### config.mk
export PLATFORM = sky130hd
export DESIGN_NAME = ad9364_dac_src_sched
export DESIGN_NICKNAME = d
export VERILOG_FILES = /design/src/rtl/ad9364_dac_src_sched.sv
export SDC_FILE = /design/constraint.sdc
export NUM_CORES = 1
export LEC_CHECK = 0
export CAP_MARGIN = 20
export CORE_MARGIN = 4
export CORE_UTILIZATION = 38
export DETAILED_ROUTE_END_ITERATION = 7
export GPL_TIMING_DRIVEN = 1
export PLACE_DENSITY = 0.77
export SLEW_MARGIN = 20
export SYNTH_ARGS = -nofsm -noshare
export SYNTH_HDL_FRONTEND = slang
export SYNTH_SLANG_ARGS = --single-unit
### constraint.sdc
create_clock -name clk -period 2.21 [get_ports clk]
set_input_delay 0.442 -clock clk [delete_from_list [all_inputs] [get_ports clk]]
set_output_delay 0.442 -clock clk [all_outputs]
set_load 0.01 [all_outputs]
### src/rtl/ad9364_dac_src_sched.sv
// Transmit sample scheduler for the AD9364 DAC port: paces two valid/ready
// sources onto fixed sample slots with round-robin, packet-locking arbitration.
module ad9364_dac_src_sched #(
  parameter int unsigned DW        = 12,
  parameter int unsigned UFL_CNT_W = 16
) (
  input  logic                 clk,
  input  logic                 rstn,
  input  logic                 enable,
  input  logic                 dac_r1_mode,
  input  logic                 src0_valid,
  input  logic [4*DW-1:0]      src0_data,
  input  logic                 src0_last,
  output logic                 src0_ready,
  input  logic                 src1_valid,
  input  logic [4*DW-1:0]      src1_data,
  input  logic                 src1_last,
  output logic                 src1_ready,
  output logic                 dac_valid,
  output logic [DW-1:0]        dac_data_i1,
  output logic [DW-1:0]        dac_data_q1,
  output logic [DW-1:0]        dac_data_i2,
  output logic [DW-1:0]        dac_data_q2,
  output logic [1:0]           active_src,
  output logic                 underflow,
  output logic [UFL_CNT_W-1:0] underflow_cnt
);

  localparam int unsigned SW = 4 * DW;
  localparam int unsigned HW = 2 * DW;

  typedef enum logic [1:0] {
    OPEN  = 2'b00,
    LOCK0 = 2'b01,
    LOCK1 = 2'b10
  } state_t;

  state_t          state;
  logic [1:0]      cnt;
  logic            mode_q;
  logic            rr_last;
  logic [SW-1:0]   data_q;

  logic            mode_chg;
  logic [1:0]      cnt_eff;
  logic [1:0]      cnt_top;
  logic [1:0]      cnt_nxt;
  logic            slot;
  logic            go;
  logic            sel0;
  logic            sel1;
  logic            take0;
  logic            take1;
  logic            ufl_c;
  logic [SW-1:0]   sample;

  // A mode change restarts pacing: that cycle counts as a slot
  assign mode_chg = dac_r1_mode != mode_q;
  assign cnt_eff  = mode_chg ? 2'd0 : cnt;
  assign cnt_top  = dac_r1_mode ? 2'd1 : 2'd3;
  assign cnt_nxt  = (cnt_eff >= cnt_top) ? 2'd0 : cnt_eff + 2'd1;
  assign slot     = cnt_eff == 2'd0;
  assign go       = rstn & enable & slot;

  // Candidate selection; rr_last=1 means src1 was served last, so src0 wins ties
  always_comb begin
    sel0 = 1'b0;
    sel1 = 1'b0;
    unique case (state)
      OPEN: begin
        sel0 = src0_valid & (~src1_valid | rr_last);
        sel1 = src1_valid & ~sel0;
      end
      LOCK0:   sel0 = src0_valid;
      LOCK1:   sel1 = src1_valid;
      default: ;
    endcase
  end

  assign take0      = go & sel0;
  assign take1      = go & sel1;
  assign src0_ready = take0;
  assign src1_ready = take1;
  assign ufl_c      = go & (((state == LOCK0) & ~src0_valid) |
                            ((state == LOCK1) & ~src1_valid));

  always_comb begin
    sample = '0;
    if (take0)      sample = src0_data;
    else if (take1) sample = src1_data;
    if (dac_r1_mode) sample[SW-1:HW] = '0;
  end

  always_ff @(posedge clk) begin
    if (!rstn) begin
      state         <= OPEN;
      cnt           <= 2'd0;
      mode_q        <= dac_r1_mode;
      rr_last       <= 1'b1;
      dac_valid     <= 1'b0;
      data_q        <= '0;
      underflow     <= 1'b0;
      underflow_cnt <= '0;
    end else begin
      mode_q    <= dac_r1_mode;
      cnt       <= cnt_nxt;
      dac_valid <= slot;
      underflow <= ufl_c;
      if (slot) data_q <= sample;
      if (ufl_c && (underflow_cnt != '1))
        underflow_cnt <= underflow_cnt + UFL_CNT_W'(1);
      if (!enable) begin
        state <= OPEN;
      end else if (take0) begin
        rr_last <= 1'b0;
        state   <= src0_last ? OPEN : LOCK0;
      end else if (take1) begin
        rr_last <= 1'b1;
        state   <= src1_last ? OPEN : LOCK1;
      end
    end
  end

  assign active_src  = state;
  assign dac_data_i1 = data_q[DW-1:0];
  assign dac_data_q1 = data_q[2*DW-1:DW];
  assign dac_data_i2 = data_q[3*DW-1:2*DW];
  assign dac_data_q2 = data_q[4*DW-1:3*DW];

endmodule

==> impl_results.md, run 1 <==
* Compound-Gate Fraction of Synth Area at 0.315
* Die height at 98.2 um
* Outcome: completed
* Largest family of logic cells by synthesized area: compound AO/OA/AOI/OAI gates
* Post-synthesis sequential element count at 72
* I/O Buffers at 173
* Cells after Synth at 325
* CP Max Fanout at 4
* Post-DP Area at 5090 um^2
* Detailed-route wire length at 10600 um
* IO Pins at 174
* Setup crit end kind: output port
* CTS H-tree lvls at 3
* Final min period at 2.12 ns
* Post-Synth XOR/XNOR Area at 0.00283
* Tot GR Track Use at 0.217
* Starting DRT DRC Count at 74
* PD cells at 603 nW/um^2
* Slew HR at 0.543
* Nets at 621
* Ys Warns at 0
* # hold bufs at CTS at 0
* Final ANT Viol Nets at 0
* Avg Cell Area, Syn at 9.52 um^2
* Maximum clock rate at 0.472 GHz
* Worst Hold Class: reg2reg
* Number of antenna violations at the first check in global routing at 0
* Design area at 5400 um^2
* Placed insts at 605
* Vias in the first global route at 3430
* # fillers at 635
* Drc violations at 0
* Pwr Total at 3.26 mW
* Finished Layout Cells at 622
* Share of cells above drive strength 1 at 0.119
* Clk slew on worst S/H paths at 0.08 ns
* First-pass iteration count of the detailed router at 6
* Clk_lat worst skew at 0.34 ns
* Die area at 9650 um^2
* CTS Buf Count at 9
* Critical path arrival at 1.67 ns
* Standard-cell row count at 32
* Routed vias at 3346
* Max VDD drop at 0.504 mV
* Mapped Area at 3090 um^2
* First-pass GRT wire length at 17000 um
* Detailed-placement wirelength estimate at 7900 um
* Synth unique cells at 43
* Width of the die at 98.2 um
* Lkg Pwr at 1.95 nW
* Req. time, crit path at 1.77 ns
* DR WL/cell at 17.0 um
* Register area share after synthesis at 0.466
* Tightest Pin Transition at 0.686 ns
* Hold Violations, Final at 0
* Initial Util at 0.396
* Total gr overflow at 0
* Final setup fails at 0
* Commonest non-fill, non-tap cell in the layout: clkdlybuf4s50_1
* Multi-input gate area at 1600 um^2
* Clock sink count at 72
* CP Launch Type: primary input
* Post-Synth Simple-Gate Area at 0.154
* Clk buf depth at 2
* Syn Nets at 431
* Fraction of the cycle the final worst path needs at 0.958
* Most frequent cells in the layout: clkdlybuf4s50_1, dfxtp_1, a21oi_1
* Clock tree from TritonCTS: done
* Antenna fix cells at 0
* Final Wtd Congestion at 0.866
* Crit Path Class: in2out
* Number of max-cap violations at 0
* Area growth, synth to finish at 74.4%
* Layout Skew at 0.0122 ns
* RSZ-0062 raised after global routing: false
* Post-Synth Adder-Cell Area at 0.00809
* Slowest-stage cell, CP: dlygate4sd2_1
* Post-synthesis mux area share at 0.0162
* CP peak stage delay at 0.27 ns
* Worst-path cell chain: dlygate4sd2_1, xnor2_2, nand2_2, ha_4, nand3_1, a211oi_4, buf_2
* Max Slew Vio Count at 0
* Register Area at 1440 um^2
* Routed vias/inst at 5.38
* Core area at 7810 um^2
* Largest net degree at the start of global routing at 32
* CTS Root Cell: clkbuf_8
-- worst paths after layout --
path,slack [ns],endpoint,cells past startpoint,startpoint
max,0.09,src1_ready,7,dac_r1_mode
min,0.49,data_q[47],1,data_q[47]
max reg2reg,0.19,data_q[31],8,mode_q
min reg2reg,0.49,data_q[47],1,data_q[47]
-- sequential cells by signal (all words and copies together) (netlist names) --
| register | flops |
|---|---|
| cnt | 2 |
| underflow_cnt | 16 |
| rr_last | 1 |
| underflow | 1 |
| active_src | 2 |
| mode_q | 1 |
| dac_valid | 1 |
| data_q | 48 |
-- kinds of logic after synthesis --
family / Yosys count
AOI/OAI and AO/OA: 135
xor gates and xnor gates: 1
adders and majority gates: 2
buffers and inverters: 29
DFF: 72
muxes: 5
and+or+nand+nor: 81
-- area by class of cell --
class | instances | area share
repair buffers | 200 | 0.361
multi-input cells | 225 | 0.296
flip-flops and latches | 72 | 0.267
clock buffers | 11 | 0.0280
well taps | 102 | 0.0236
clock inverters | 5 | 0.0190
inverters | 7 | 0.00487
-- critical path: cells and delay by family --
family	cells	cell delay [ns]
buffers and inverters	2	0.45
adder cells (fa/ha/maj)	1	0.15
AO/OA/AOI/OAI	1	0.22
XOR/XNOR	1	0.17
AND/OR/NAND/NOR	2	0.23
-- per-layer routing --
| layer | routed length (um) | GRT usage | share of wire | vias up |
|---|---|---|---|---|
| met4 | 349 | 0.105 | 0.033 | 0 |
| met3 | 581 | 0.0500 | 0.055 | 24 |
| met2 | 5540 | 0.389 | 0.52 | 104 |
| met1 | 4130 | 0.242 | 0.39 | 1588 |
| met5 | 0 | 0 | 0 | - |
| li1 | - | - | - | 1630 |
-- cells in the mapped netlist (all sizes together) --
| library cell | n | share of area |
|---|---|---|
| a22oi | 24 | 0.058 |
| a21o | 1 | 0.0024 |
| a221o | 24 | 0.078 |
| dfxtp | 72 | 0.47 |
| or3 | 1 | 0.0020 |
| o2111ai | 2 | 0.0097 |
| inv | 6 | 0.0073 |
| and2b | 1 | 0.0024 |
| a21oi | 33 | 0.053 |
| and4 | 3 | 0.0085 |
| a31oi | 1 | 0.0020 |
| o21ai | 30 | 0.049 |
| o211a | 2 | 0.0065 |
| nor3b | 2 | 0.0081 |
| clkbuf | 14 | 0.017 |
| clkinv | 1 | 0.0012 |
| a2111oi | 2 | 0.012 |
| nand2b | 1 | 0.0028 |
| or4 | 8 | 0.019 |
| mux2i | 5 | 0.016 |
| and3 | 4 | 0.0081 |
| o211ai | 2 | 0.0049 |
| ha | 2 | 0.0081 |
| nor2b | 1 | 0.0020 |
| o221a | 1 | 0.0036 |
| buf | 8 | 0.013 |
| nor2 | 5 | 0.0061 |
| nor3 | 3 | 0.0049 |
| xnor2 | 1 | 0.0028 |
| nand4 | 2 | 0.0040 |
| and2 | 27 | 0.055 |
| o31ai | 6 | 0.015 |
| a211oi | 5 | 0.016 |
| nand3 | 5 | 0.0081 |
| nor4 | 1 | 0.0020 |
| o311a | 1 | 0.0032 |
| a211o | 1 | 0.0028 |
| nand2 | 17 | 0.021 |
-- power by group --
part,switching [mW],internal (mW),total (mW)
Clock,0.495,0.810,1.31
Combinational,0.214,0.341,0.556
Sequential,0.0362,1.36,1.39
Total,0.746,2.51,3.26
-- per-stage QoR --
stage,utilization,setup TNS [ns],worst slack [ns],hold slack [ns]
global route,0.691,0,0.0183,0.505
global placement,0.653,-22.13,-0.607,0.459
finish,0.691,0,0.0934,0.492
detailed placement,0.653,-25.65,-0.635,0.470
CTS,0.690,0,0.0110,0.487
floorplan,-,0,0.0998,0.444
-- what timing repair did --
item,CTS,global route
setup endpoints to repair,34,29
pin swaps,1,5
gates resized for setup,13,5
buffers inserted,0,0
cloned,1,0
(Power assumes the default switching activity.)
==> inputs of run 2 (changes only) <==
--- a/config.mk
+++ b/config.mk
@@ -8,6 +8,7 @@
 export CAP_MARGIN = 20
 export CORE_MARGIN = 4
 export CORE_UTILIZATION = 38
+export CTS_CLUSTER_SIZE = 12
 export DETAILED_ROUTE_END_ITERATION = 7
 export GPL_TIMING_DRIVEN = 1
 export PLACE_DENSITY = 0.77
==> results of run 2 <==
The final DEF is identical to that of run 1; final timing and power are the same.
